**src/rtl/s2p_pkg.sv**
```systemverilog
// Shared types and constants for the serial-to-parallel parity receiver.
package s2p_pkg;

  typedef enum logic [1:0] {
    IDLE = 2'd0,
    DATA = 2'd1,
    PAR  = 2'd2
  } state_t;

  localparam int                ERR_W   = 8;
  localparam logic [ERR_W-1:0]  ERR_SAT = 8'hFF;

endpackage

```
**src/rtl/s2p_parity_rx.sv**
```systemverilog
// LSB-first serial receiver with trailing parity: word + valid one cycle after the parity bit, abort one cycle after start rises mid-frame.
// No backpressure: start (active low) paces the link and one bit is taken every clock while it is low.
module s2p_parity_rx
  import s2p_pkg::*;
#(
  parameter int WIDTH = 8,
  parameter bit ODD   = 1'b0
) (
  input  logic             clk,
  input  logic             reset,
  input  logic             start,
  input  logic             incoming,
  output logic [WIDTH-1:0] data_out,
  output logic             valid,
  output logic             parity_err,
  output logic             abort,
  output logic             busy,
  output logic [ERR_W-1:0] err_count
);

  localparam int            CW   = $clog2(WIDTH + 1);
  localparam logic [CW-1:0] LAST = CW'(WIDTH - 1);

  state_t           state;
  logic [CW-1:0]    cnt;
  logic [WIDTH-1:0] shreg;
  logic             par_acc;
  logic             perr;

  // Running XOR of the data bits, so the parity check is one gate on the last cycle.
  assign perr = incoming ^ par_acc ^ ODD;

  always_ff @(posedge clk or negedge reset) begin
    if (!reset) begin
      state      <= IDLE;
      cnt        <= '0;
      shreg      <= '0;
      par_acc    <= 1'b0;
      data_out   <= '0;
      valid      <= 1'b0;
      parity_err <= 1'b0;
      abort      <= 1'b0;
      busy       <= 1'b0;
      err_count  <= '0;
    end else begin
      valid <= 1'b0;
      abort <= 1'b0;
      unique case (state)
        IDLE: begin
          busy <= !start;
          if (!start) begin
            shreg   <= {incoming, shreg[WIDTH-1:1]};
            par_acc <= incoming;
            cnt     <= CW'(1);
            state   <= DATA;
          end
        end
        DATA: begin
          if (start) begin
            state   <= IDLE;
            abort   <= 1'b1;
            busy    <= 1'b0;
            shreg   <= '0;
            par_acc <= 1'b0;
            cnt     <= '0;
          end else begin
            shreg   <= {incoming, shreg[WIDTH-1:1]};
            par_acc <= par_acc ^ incoming;
            cnt     <= cnt + CW'(1);
            if (cnt == LAST) state <= PAR;
          end
        end
        PAR: begin
          // IDLE takes bit 0 on the very next clock, so returning there gives
          // gap-free back-to-back frames without a false abort when start rises.
          state <= IDLE;
          cnt   <= '0;
          if (start) begin
            abort <= 1'b1;
            busy  <= 1'b0;
          end else begin
            busy       <= 1'b1;
            data_out   <= shreg;
            parity_err <= perr;
            valid      <= 1'b1;
            if (perr && err_count != ERR_SAT) err_count <= err_count + 1'b1;
          end
        end
        default: begin
          state <= IDLE;
          busy  <= 1'b0;
        end
      endcase
    end
  end

endmodule

```
**config.mk**
```make
export PLATFORM = sky130hd
export DESIGN_NAME = s2p_parity_rx
export DESIGN_NICKNAME = d
export VERILOG_FILES = /design/src/rtl/s2p_pkg.sv /design/src/rtl/s2p_parity_rx.sv
export SDC_FILE = /design/constraint.sdc
export NUM_CORES = 1
export LEC_CHECK = 0
export CORE_UTILIZATION = 53
export DETAILED_ROUTE_END_ITERATION = 6
export PLACE_DENSITY = 0.8
export SYNTH_ARGS = -nofsm -noshare
export SYNTH_HDL_FRONTEND = slang
export SYNTH_SLANG_ARGS = --single-unit
```
**constraint.sdc**
```tcl
create_clock -name clk -period 2.4 [get_ports clk]
set_input_delay 0.6 -clock clk [delete_from_list [all_inputs] [get_ports clk]]
set_output_delay 0.6 -clock clk [all_outputs]
set_load 0.05 [all_outputs]
```
After elaboration in Yosys (flattened, before gate mapping)
Index checks and enable logic that the tools add are counted.
W data, S select, Z words.

storage, ports and cells
  register bits after elaboration = 35
  input bits = 4
  output and inout bits = 20
  logic and storage cells = 51

cells by class
  equal/unequal tests = 7
  add/sub/neg operators = 2
  bitwise gates (word level) = 2
  mux-type cells = 19
  reductions and logical operators = 11

operator list
  operator               count
  $mux W8                2
  $pmux W8 S2            1
  $pmux W4 S3            1
  $add A8 B1 Y8 const B  1
  $mux W4                2
  $ne A8 B8 Y1 const B   1
  $reduce_and A2 Y1      4
  $mux W1                7
  $mux W2                3
  $add A4 B1 Y4 const B  1
  $eq A4 B3 Y1 const B   1
  $ne A2 B2 Y1 const B   2
  $pmux W2 S2            1
  $ne A3 B3 Y1 const B   1
  $pmux W1 S3            1
  $reduce_and A3 Y1      1
  $reduce_bool A3 Y1     1
  $eq A2 B1 Y1 const B   1
  $eq A2 B2 Y1 const B   1
  $logic_not A2 Y1       1
  $pmux W1 S2            1
  $reduce_bool A2 Y1     1
  $reduce_or A2 Y1       1
  $logic_and A1 B1 Y1    1
  other kinds (3)        3

Depth between registers and ports, before layout
Gate-level depths: netlist of run 1.

  depth after elaboration = 4
  mapped depth = 9
  depth with buffers taken out = 7

Least setup slack after synthesis of run 1
Ideal clock, no wire load.

  path kind = register to register
  start point = reg err_count[0]
  end point = reg err_count[1]
  data required time = 2.275 ns
  arrival time = 1.851 ns
  stages on the path, launching flop included = 5
  buffers on the path = 0
  path slack = 0.424 ns
  setup time = 0.125 ns
  period minus slack after synthesis = 1.976 ns
  cell sequence = dfrtp_1 -> ha_1 -> nand3_1 -> o311ai_2 -> mux2_2

on the way
  word-level cells in the longest chain between the ends = 3
  elaborated cells between the ends (all ways) = 4
  those cells by class = add/sub (1); eq/ne (1); reduce/logical (2)

RTL lines
  item                                                                   RTL line             text
  start, declared                                                        s2p_parity_rx.sv:18  output logic [ERR_W-1:0] err_count
  start signal, assigned                                                 s2p_parity_rx.sv:86  if (perr && err_count != ERR_SAT) err_count <= err_count + 1'b1;
  parallel branches: the longest is 3 deep, another holds $add A8 B1 Y8  --

Parallel ways; which one is timed is not known.
A chain may end at the register's enable or synchronous reset.

Worst setup path after layout of run 1
  start point = reg err_count[0]
  end point = out err_count[0]

No word-level cell between the ends.

==> results of run 1 <==
==> area by class of cell <==
cell class / instances / area (µm²) / area share (%)
Clock inverter: 1 / 5.00 / 0.262
Multi-Input combinational cell: 105 / 658 / 34.5
Timing Repair Buffer: 26 / 253 / 13.3
Sequential cell: 35 / 876 / 45.9
Tap cell: 31 / 38.8 / 2.03
Inverter: 7 / 31.3 / 1.64
Clock buffer: 7 / 45.0 / 2.36
==> how the worst max path moves through the flow <==
stage / slack (ns) / from / to / cells past startpoint
after floorplan: 0.42 / err_count[0] / err_count[1] / 4
after global placement: 0.29 / incoming / err_count[7] / 5
after detailed placement: 0.22 / incoming / err_count[7] / 5
after CTS: 0.19 / err_count[0] / err_count[0] / 1
after global routing: 0.13 / err_count[0] / err_count[0] / 1
final: 0.20 / err_count[0] / err_count[0] / 1
==> synthesized netlist by cell type, drive strengths merged <==
| cell | instances | area share [%] |
|---|---|---|
| o2bb2ai | 1 | 0.54 |
| buf | 3 | 2.6 |
| o21ai | 5 | 1.5 |
| mux2i | 2 | 1.2 |
| inv | 6 | 1.4 |
| nand2b | 1 | 0.85 |
| o311ai | 1 | 1.0 |
| and2 | 2 | 0.93 |
| o21bai | 1 | 0.46 |
| clkbuf | 2 | 0.46 |
| nor4 | 1 | 0.77 |
| nand4 | 2 | 0.77 |
| mux2 | 2 | 1.4 |
| clkinv | 1 | 0.54 |
| nor2 | 9 | 2.1 |
| nand2 | 38 | 9.0 |
| ha | 6 | 4.6 |
| nand3b | 1 | 0.46 |
| a21o | 1 | 0.46 |
| nor2b | 2 | 0.77 |
| a21oi | 6 | 1.9 |
| a21boi | 1 | 0.46 |
| dfrtp | 35 | 54 |
| xor2 | 3 | 2.1 |
| xnor2 | 2 | 1.1 |
| a31oi | 1 | 0.39 |
| a22o | 10 | 5.4 |
| nor3 | 4 | 1.5 |
| nand3 | 3 | 0.93 |
==> through the flow <==
stage | power, mW | hold WS (ns) | cell area (µm²)
after floorplan | 1.04 | 0.304 | 1620
after global placement | 1.14 | 0.460 | 1860
after detailed placement | 1.16 | 0.465 | 1860
after CTS | 1.45 | 0.489 | 1910
after global routing | 1.54 | 0.517 | 1910
final | 1.45 | 0.485 | 1910
==> cell usage in the layout (no fill, tap or decap), types with 3 or more instances in the layout <==
cell / n
dfrtp_1: 35
nor3_1: 3
inv_1: 6
ha_1: 6
o21ai_0: 4
clkbuf_4: 5
a22o_1: 10
a21oi_1: 6
nor2_1: 9
clkdlybuf4s50_1: 23
nand2_1: 37
nand3_1: 3
buf_4: 3
==> cells by family (layout without fill, tap and decap cells) <==
kind of cell,count (synthesis),in the layout,share of synthesized area [%]
AO/OA/AOI/OAI,27,27,12.2
XOR/XNOR,5,5,3.18
adder cells (fa/ha/maj),6,6,4.65
buffers and inverters,12,41,5.03
flip-flops,35,35,54.2
multiplexers,4,4,2.63
AND/OR/NAND/NOR,63,63,18.1
==> layer usage <==
| layer | wire length [µm] | GRT usage (%) | up-vias |
|---|---|---|---|
| li1 | - | - | 568 |
| met1 | 1260 | 24.3 | 555 |
| met2 | 1460 | 33.8 | 18 |
| met3 | 85 | 4.31 | 8 |
| met4 | 63 | 10.8 | 0 |
| met5 | 0 | 0 | - |
==> power groups by stage <==
stage	Sequential [mW]	Combinational [mW]	Clock, mW
4_1_cts	0.754	0.399	0.302
6_report	0.755	0.394	0.298
3_3_place_gp	0.760	0.381	0
5_1_grt	0.769	0.446	0.323
2_1_floorplan	0.787	0.253	0
3_5_place_dp	0.766	0.398	0
==> registers in the layout, indices dropped and copies added, names as in the netlist <==
signal,cells
data_out,8
abort,1
par_acc,1
valid,1
shreg,8
err_count,8
cnt,4
state,2
parity_err,1
busy,1
==> metrics.md, run 1 <==
| Metric | Value |
|---|---|
| RePlAce Congestion | `about 0.80` |
| CTS tree | `done` |
| Die area | `3270 µm²` |
| RSZ-0062 raised after global routing | `no` |
| Crit Path Max Fanout | `5` |
| CP Capture Type | `output port` |
| Synth Register Bits | `35` |
| Internal power | `approximately 0.95 mW` |
| Reg power frac | `52.2%` |
| Setup ws final | `0.196 ns` |
| CP peak stage delay | `0.83 ns` |
| Cell Count Post-Placement | `204` |
| Critical Path AT | `around 1.6 ns` |
| Slew @ Worst Pin | `~0.59 ns` |
| Post-CTS Repair Setup Buffers | `0` |
| Cells after synthesis | `152` |
| Synthesized Nets | `162` |
| I/O pin cnt | `24` |
| Critical Path, Cell by Cell | `clkdlybuf4s50_1` |
| Hpwl dp | `2190 µm` |
| Switching portion of total power | `34.0%` |
| Fillers | `239` |
| Clock transition at path regs | `0.10 ns` |
| Crit path max-delay family | `buffers and inverters` |
| Drt via density | `5.42` |
| Slowest cell on crit path | `clkdlybuf4s50_1` |
| Placement-stage worst setup slack | `approximately 0.22 ns` |
| Yosys cell types | `35` |
| WL/cell | `between 10 and 15 µm` |
| HP Start | `shreg[0]` |
| Yosys Warn Count | `0` |
| Register area share after synthesis | `54.2%` |
| Hold Crit Class | `flop to flop` |
| CP Class | `flop to output port` |
| Layout cells sized above 1 | `about a tenth` |
| Max rail drop VDD | `0.000619 V` |
| H-tree depth | `2` |
| Clock Latency Late Sink | `between 0.3 and 0.4 ns` |
| CTS buffer count | `5` |
| FF-to-FF setup slack | `0.57 ns` |
| Avg Cell Area, Syn | `10.6 µm²` |
| Fin util | `around two thirds` |
| Min cycle time layout | `2.20 ns` |
| Clock power share | `about a fifth` |
| N_diodes | `0` |
| Skew final | `~0.0056 ns` |
| Tcrit/Tclk final | `91.8%` |
| Die width | `roughly 57 µm` |
| Vias in the first global route | `1,113` |
| Site Rows | `19` |
| Max Fclk | `454 MHz` |
| Cts hold-fix bufs | `0` |
| Remaining DRCs | `1` |
| Die H | `57.2 µm` |
| Final setup viols | `0` |
| Hold endpoint | `data_out[0]` |
| Pin count of the biggest net entering global routing | `36` |
| Antenna Nets Post-Route | `0` |
| Area delta synth->final | `18.0%` |
| Setup TNS Final | `0 ns` |
| Crit path buffers/inverters | `1` |
| Fin. Hold Viols | `0` |
| Pwr dens | `759 nW/µm²` |
| Final WL | `2860 µm` |
| Buffers on Ports | `23` |
| DR vias | `1,149` |
| Bufs on Longest Clock Path | `2` |
| Combinational Power Share | `between 20% and 30%` |
| Post-cts resize count | `0` |
| Net Switching | `0.492 mW` |
| Static leakage | `0.941 nW` |
| Global-route wire length before repair | `4940 µm` |
| Worst reg2reg path startpoint | `state[0]` |
| Status | `complete, but fails checks` |
| Final net count | `190` |
| Failing checks | `design-rule violations` |
| Worst EP required | `1.80 ns` |
| Post-Synthesis Cell Area | `1620 µm²` |
| Clock sinks | `35` |
| GR Util All Layers | `20.1%` |
| Total of max-cap violations | `0` |
| RR Endpoint | `err_count[7]` |
| GRT Residual Overflow | `0` |
| Hold depth | `2` |
| Initial Utilization | `roughly 57%` |
| Final number of max-transition violations | `0` |
| R2R depth | `7` |
| Initial antenna violation count | `0` |
| Root Driver | `clkbuf_4` |
| Final Non-Filler Cells | `212` |
| DRT Pass-1 Iters | `6` |
| DR iter-0 viols | `31` |
| CORE AREA | `2830 µm²` |
| Critical path launch point type | `flop` |
| Worst slew margin | `60.4%` |
Note: power is estimated with default switching activity, not from simulation.
==> run 2: changes to the inputs <==
--- a/config.mk
+++ b/config.mk
@@ -5,9 +5,11 @@
 export SDC_FILE = /design/constraint.sdc
 export NUM_CORES = 1
 export LEC_CHECK = 0
-export CORE_UTILIZATION = 53
+export CELL_PAD_IN_SITES_DETAIL_PLACEMENT = 1
+export CELL_PAD_IN_SITES_GLOBAL_PLACEMENT = 1
+export CORE_UTILIZATION = 41
 export DETAILED_ROUTE_END_ITERATION = 6
-export PLACE_DENSITY = 0.8
+export PLACE_DENSITY = 0.79
 export SYNTH_ARGS = -nofsm -noshare
 export SYNTH_HDL_FRONTEND = slang
 export SYNTH_SLANG_ARGS = --single-unit
==> run 2 against run 1 <==
The flow now finishes without violations. Register-to-register slack about the same. Clock-buffer cell count down 2. Via count up 3.5%. Clock skew up 0.0041 ns. Critical path depth unchanged. Clock power up 110%. First-iteration DRC count up 48%. Fmax up 2.0%. Largest power group unchanged.
==> metrics.md, run 2 (synthesis results as in run 1) <==
| Metric | Value |
|---|---|
| Status | `finished, final reports clean` |
| Crit path depth | `1` |
| CP Capture Type | `output port` |
| Final setup viols | `0` |
| I/O pin cnt | `24` |
| R2R depth | `7` |
| Antenna Nets Post-Route | `0` |
| Met1 usage | `22.4%` |
| Crit path from | `err_count[2]` |
| Post-cts resize count | `0` |
| DR iter-0 viols | `46` |
| Most frequent cells in the layout | `37 x nand2_1, 35 x dfrtp_1, 23 x clkdlybuf4s50_1, 10 x a22o_1, 9 x nor2_1` |
| CORE AREA | `about 3700 µm²` |
| Slew @ Worst Pin | `around 0.63 ns` |
| Final net count | `190` |
| Tcrit/Tclk final | `roughly 90%` |
| Layout cells sized above 1 | `11.6%` |
| Crit path max-delay family | `buffers and inverters` |
| Bufs on Longest Clock Path | `2` |
| Global-route wire length before repair | `between 6000 and 7000 µm` |
| GRT Residual Overflow | `0` |
| CP Class | `flop to output port` |
| Cell Count Post-Placement | `221` |
| Remaining DRCs | `0` |
| Slowest cell on crit path | `clkdlybuf4s50_1` |
| Clock Latency Late Sink | `0.29 ns` |
| H-tree depth | `2` |
| RePlAce Congestion | `0.713` |
| Die H | `approximately 65 µm` |
| Post-CTS Repair Setup Buffers | `0` |
| RR Endpoint | `err_count[7]` |
| Critical path launch point type | `flop` |
| DRT Pass-1 Iters | `4` |
| WL/cell | `15.5 µm` |
| Crit path buffers/inverters | `1` |
| Crit Path Max Fanout | `6` |
| Initial antenna violation count | `0` |
| Min cycle time layout | `between 2 and 2.5 ns` |
| Pin count of the biggest net entering global routing | `36` |
| CTS buffer count | `5` |
| Worst slew margin | `57.8%` |
| Max Fclk | `463 MHz` |
| Met3 Track Usage GR | `5.99%` |
| Clock transition at path regs | `0.08 ns` |
| Initial Utilization | `43.5%` |
| DR vias | `1,189` |
| Root Driver | `clkbuf_8` |
| Commonest non-fill, non-tap cell in the layout | `nand2_1` |
| Pwr dens | `roughly 900 nW/µm²` |
| FF-to-FF setup slack | `~0.56 ns` |
| Clock sinks | `35` |
| Crit path to | `err_count[2]` |
| Die area | `4190 µm²` |
| CTS tree | `done` |
| Hold Crit Class | `flop to flop` |
| Max rail drop VDD | `between 0.0004 and 0.0005 V` |
| Critical Path AT | `1.56 ns` |
| RSZ-0062 raised after global routing | `no` |
| Vias in the first global route | `approximately 1,300` |
| Final WL | `about 3500 µm` |
| Hpwl dp | `2570 µm` |
| CP peak stage delay | `roughly 0.84 ns` |
| Fin. Hold Viols | `0` |
| Buffers on Ports | `23` |
| Worst EP required | `1.80 ns` |
| GR Util All Layers | `19.5%` |
| GR Util met2 | `34.5%` |
| Skew final | `roughly 0.0097 ns` |
| Area delta synth->final | `24.7%` |
| Worst reg2reg path startpoint | `state[0]` |
| Total of max-cap violations | `0` |
| Setup TNS Final | `0 ns` |
| Final number of max-transition violations | `0` |
| Final Non-Filler Cells | `between 200 and 250` |
| Cts hold-fix bufs | `0` |
| Most crowded layer after global routing | `met2` |
| Critical Path, Cell by Cell | `clkdlybuf4s50_1` |
| Site Rows | `22` |
| Die width | `64.8 µm` |
| Drt via density | `5.19` |
| Static leakage | `0.976 nW` |
| N_diodes | `0` |
| Top flop regs | `data_out (8), err_count (8), shreg (8)` |
-- run 2: changes by cell type in the layout (fill, tap and decap cells not counted), sizes merged --
cell / before / now
clkbuf: 7 / 5
clkinv: 2 / 1
bufinv: 0 / 2
clkinvlp: 0 / 1
-- run 2: final cells by class --
cell class              instances  area (µm²)
fillers                       414        1700
clock inverters                 3        67.6
multi-input cells             105         658
clock buffers                   5        68.8
well taps                      48        60.1
repair buffers                 26         253
flip-flops and latches         35         876
inverters                       7        31.3
-- run 2: metrics by stage --
stage	hold slack [ns]	worst slack (ns)	area (µm²)	utilization [%]	power, mW
floorplan	0.304	0.424	1620	-	1.04
global placement	0.463	0.288	1880	50.5	1.15
detailed placement	0.477	0.203	1880	50.5	1.18
CTS	0.496	0.226	2010	54.2	1.83
global route	0.519	0.200	2010	54.2	1.92
finish	0.493	0.239	2010	54.2	1.81
-- run 2: worst min-delay path by stage --
stage | depth (start not counted) | slack [ns] | startpoint | endpoint
floorplan | 0 | 0.30 | reset | abort
global placement | 2 | 0.46 | data_out[1] | data_out[1]
detailed placement | 2 | 0.48 | data_out[5] | data_out[5]
CTS | 2 | 0.50 | data_out[7] | data_out[7]
global route | 2 | 0.52 | data_out[3] | data_out[3]
finish | 2 | 0.49 | data_out[2] | data_out[2]
-- run 2: power breakdown --
part / internal, mW / leakage, nW / switching, mW
clock: 0.414 / 0.0644 / 0.224
combinational: 0.163 / 0.444 / 0.249
sequential: 0.679 / 0.468 / 0.0811
total: 1.26 / 0.976 / 0.553
-- run 2: metal layers --
| layer | wire length [µm] | up-vias |
|---|---|---|
| met1 | 1510 | 593 |
| met4 | 49 | 0 |
| met3 | 127 | 7 |
| met2 | 1850 | 20 |
| met5 | 0 | - |
| li1 | - | 569 |
==> run 3: changes to the inputs <==
--- a/config.mk
+++ b/config.mk
@@ -8,6 +8,7 @@
 export CELL_PAD_IN_SITES_DETAIL_PLACEMENT = 1
 export CELL_PAD_IN_SITES_GLOBAL_PLACEMENT = 1
 export CORE_UTILIZATION = 41
+export CTS_CLUSTER_SIZE = 24
 export DETAILED_ROUTE_END_ITERATION = 6
 export PLACE_DENSITY = 0.79
 export SYNTH_ARGS = -nofsm -noshare
==> results of run 3 <==
No change in the layout: final DEF, timing and power equal those of run 2.
==> variant 1, RTL diff (flow settings as in run 2) <==
Make the reset (`reset`) synchronous in one clocked block.
--- a/src/rtl/s2p_parity_rx.sv
+++ b/src/rtl/s2p_parity_rx.sv
@@ -30,7 +30,7 @@
   // Running XOR of the data bits, so the parity check is one gate on the last cycle.
   assign perr = incoming ^ par_acc ^ ODD;
 
-  always_ff @(posedge clk or negedge reset) begin
+  always_ff @(posedge clk) begin
     if (!reset) begin
       state      <= IDLE;
       cnt        <= '0;
Check against the original RTL: differs if reset is asserted again (counterexample within 4 cycles, from zero or initial values and one cycle with reset low); with reset held inactive, the same outputs for 10 cycles.
==> variant 1 against run 2 <==
  * Die area is 2.4% lower
  * Cell area is 2.4% lower
  * Routed wire length is 2.7% higher
  * Sequential cell count stayed put
  * Worst setup slack worse by 0.020 ns
  * Synthesized area is 2.5% lower
  * Worst hold slack worse by 0.034 ns
  * Critical path depth stayed put
  * Critical endpoint is now err_count[5]
  * Largest cell class is now multi-input combinational cells
Power is not compared: it rests on default switching activity, and its combinational part moved more than twofold at a synthesized area within 25%.
==> variant 1: results (changes against run 2) <==
met1 Usage GRT=23.3% (+0.87 points); CP Capture Point=err_count[5]; Post-Synth Adder-Cell Area=4.77% (+0.12 points); Unique masters post-synth=39 (+11%); final worst slack=0.219 ns (-0.0204 ns); Setup Skew=0.00533 ns (-0.00435 ns); fraction of registers with async set/reset=0% (-100 points); placed instance count=252 (+14%); end of the worst hold path=data_out[6]; final net count=221 (+16%); met3 usage=6.07% (+0.086 points); crit path from=err_count[5]; r2r setup slk=0.67 ns (+0.11 ns); DP Worst Slack=0.193 ns (-0.0103 ns); most frequent cells after synthesis=dfxtp_1 (35), nand2_1 (28), nor2_1 (26), a21oi_1 (13), inv_1 (8); via/cell ratio=5.39 (+3.7%); placed cell areas=0.00186 mm² (-0.73%); ranking of synthesized cells by area=dfxtp_1 (44%), nand2_1 (6.7%), nor2_1 (6.2%); Post-Syn Nets=195 (+20%); Routability Congestion=0.827 (+16%); sequential fraction of the synthesis area=44.5% (-9.7 points); r2r endpoint=shreg[1]; hold slack=0.459 ns (-0.0335 ns); largest net degree at the start of global routing=15 (-58%); # fillers=434 (+4.8%); hold_sp=data_out[6]; reg2reg start=state[1]; status=complete, no violations; Compound-Gate Fraction of Synth Area=15.4% (+3.2 points); Post-Layout Cell Count=259 (+13%); multiplexer area fraction after synthesis=2.70% (+0.067 points); gr usage total=20.3% (+0.75 points)
[variant 1: cell types whose count changed after synthesis, moves of 4 or more]
cell / delta
buf_2: +4
dfrtp_1: -35
nor2_1: +17
a22o_1: -10
a21oi_1: +7
dfxtp_1: +35
nand2_1: -9
a22oi_1: +6
[variant 1: area by class of cell]
cell class	instances	area [µm²]	area share, %
Sequential cell	35	701	35.6
Clock inverter	1	30.0	1.53
Multi-Input combinational cell	133	806	41.0
Inverter	8	30.0	1.53
Clock buffer	6	72.6	3.69
Tap cell	48	60.1	3.05
Timing Repair Buffer	28	268	13.6
[variant 1: metal layers]
| layer | wire [µm] | part of all wire, % |
|---|---|---|
| met5 | 0 | 0 |
| met3 | 139 | 3.8 |
| met4 | 62 | 1.7 |
| met1 | 1620 | 44 |
| met2 | 1820 | 50 |
==> variant 2, RTL diff (config.mk and constraints of run 2) <==
Without the edit above. `ERR_W`: 8 -> 10.
--- a/src/rtl/s2p_pkg.sv
+++ b/src/rtl/s2p_pkg.sv
@@ -7,7 +7,7 @@
     PAR  = 2'd2
   } state_t;
 
-  localparam int                ERR_W   = 8;
+  localparam int                ERR_W   = 10;
   localparam logic [ERR_W-1:0]  ERR_SAT = 8'hFF;
 
 endpackage
Ports: changed (resized err_count); port bits go from 24 to 26. No check against the original RTL was run, so the function may have changed too.
==> variant 2 against run 2 <==
  * Worst setup slack got worse by 0.033 ns
  * Routed wire length is 3.0% lower
  * Largest cell class unchanged
  * Utilization is 0.94 points higher
  * Clock power fell by 30%
  * Non-clock buffer count is 3 higher
  * Cell area up 2.5%
  * Sequential share of layout area increased by 1.4 points
  * Total power decreased by 8.8%
  * Synthesized area grew 1.8%
  * Global-route usage shrank 0.22 points
  * Sequential cell count grew 2
==> variant 2: results (changes against run 2) <==
via count=1190 (+0.084%); multi-input logic area=684 µm² (+4.0%); placed instance count=213 (-3.6%); Seq pwr share=47.9% (+5.9 points); met3 routed wirelength=124 µm (-2.4%); Clk network pwr share=27.0% (-8.3 points); Clock buf/inv share=4.42% (-2.3 points); sequential cell area=926 µm² (+5.7%); Routability Congestion=0.785 (+10%); Area Overhead vs Synth=25.6%; Worst-Margin Slew=0.685 ns (+0.0565 ns); vias in the first global route=1291 (-1.8%); crit path from=err_count[4]; Global Route met2 Usage=33.1% (-1.4 points); initial antenna violation count=0 (unchanged); Post-Layout Cell Count=221 (-3.5%); Setup Skew=0.0113 ns (+0.00164 ns); Static Leakage=0.954 nW (-2.3%); Hold Crit Class=reg2reg; # fillers=407 (-1.7%); most frequent cells after synthesis=dfrtp_1 (37), mux2_2 (9); reg2reg start=err_count[0]; hold_sp=cnt[3]; #MultiIn Comb=93 (-11%); ranking of synthesized cells by area=dfrtp_1 (56%), mux2_2 (6.2%), ha_1 (4.6%); syn avg cell area=11.8 µm² (+11%); crit path DAT=1.59 ns (+0.03 ns); Sw Share=34.5% (+3.9 points); WL final=3430 µm (-3.0%); Hold Path Cell Cnt=1 (-1); R2R cell count=5 (-2); Clock Power=446 µW (-30%); layout buffer count excluding clock buffers=29 (+12%); sequential fraction of the synthesis area=56.3% (+2.1 points); met2 WL=1780 µm (-3.9%); final net count=182 (-4.2%); gr usage total=19.3% (-0.22 points); met3 usage=5.73% (-0.26 points); Logic inverters=6 (-1); met1 Usage GRT=22.9% (+0.48 points); IO Port Bufs=25 (+8.7%); Met1 Wirelength=1480 µm (-2.3%); DRT iter0 DRCs=24 (-48%); status=complete, no violations; Crit Path Max Fanout=7 (+1); fraction of layout cells with a size suffix above 1=15.0% (+3.4 points); CTS sink cnt=37 (+5.7%); peak supply drop=0.000418 V (-14%); hpwl dp=2530 µm (-1.7%); Largest regs=err_count: 10 flops, data_out: 8 flops, shreg: 8 flops; Unique masters post-synth=36 (+2.9%)
-- variant 2: changes by cell type after synthesis, sizes merged, moves of 3 or more --
cell,run 2,this run
nand2,38,9
mux2,2,10
nand3,3,8
a21oi,6,2
xnor2,2,6
o21ai,5,8
xor2,3,0
-- variant 2: cells by family (layout without fill, tap and decap cells) --
group,Yosys count,count (layout),share of synthesized area (%)
buffers and inverters,9,43,2.05
multiplexers,12,12,8.30
XOR/XNOR,6,6,3.20
AND/OR/NAND/NOR,41,41,13.6
adder cells (fa/ha/maj),6,6,4.57
AO/OA/AOI/OAI,28,28,11.9
flip-flops,37,37,56.3
-- variant 2: final timing paths --
path,endpoint,slack (ns)
max reg2reg,err_count[1],0.50
max in group asynchronous,err_count[1],1.34
min,cnt[3],0.48
min reg2reg,cnt[3],0.48
min in group asynchronous,data_out[2],0.72
max,err_count[4],0.21
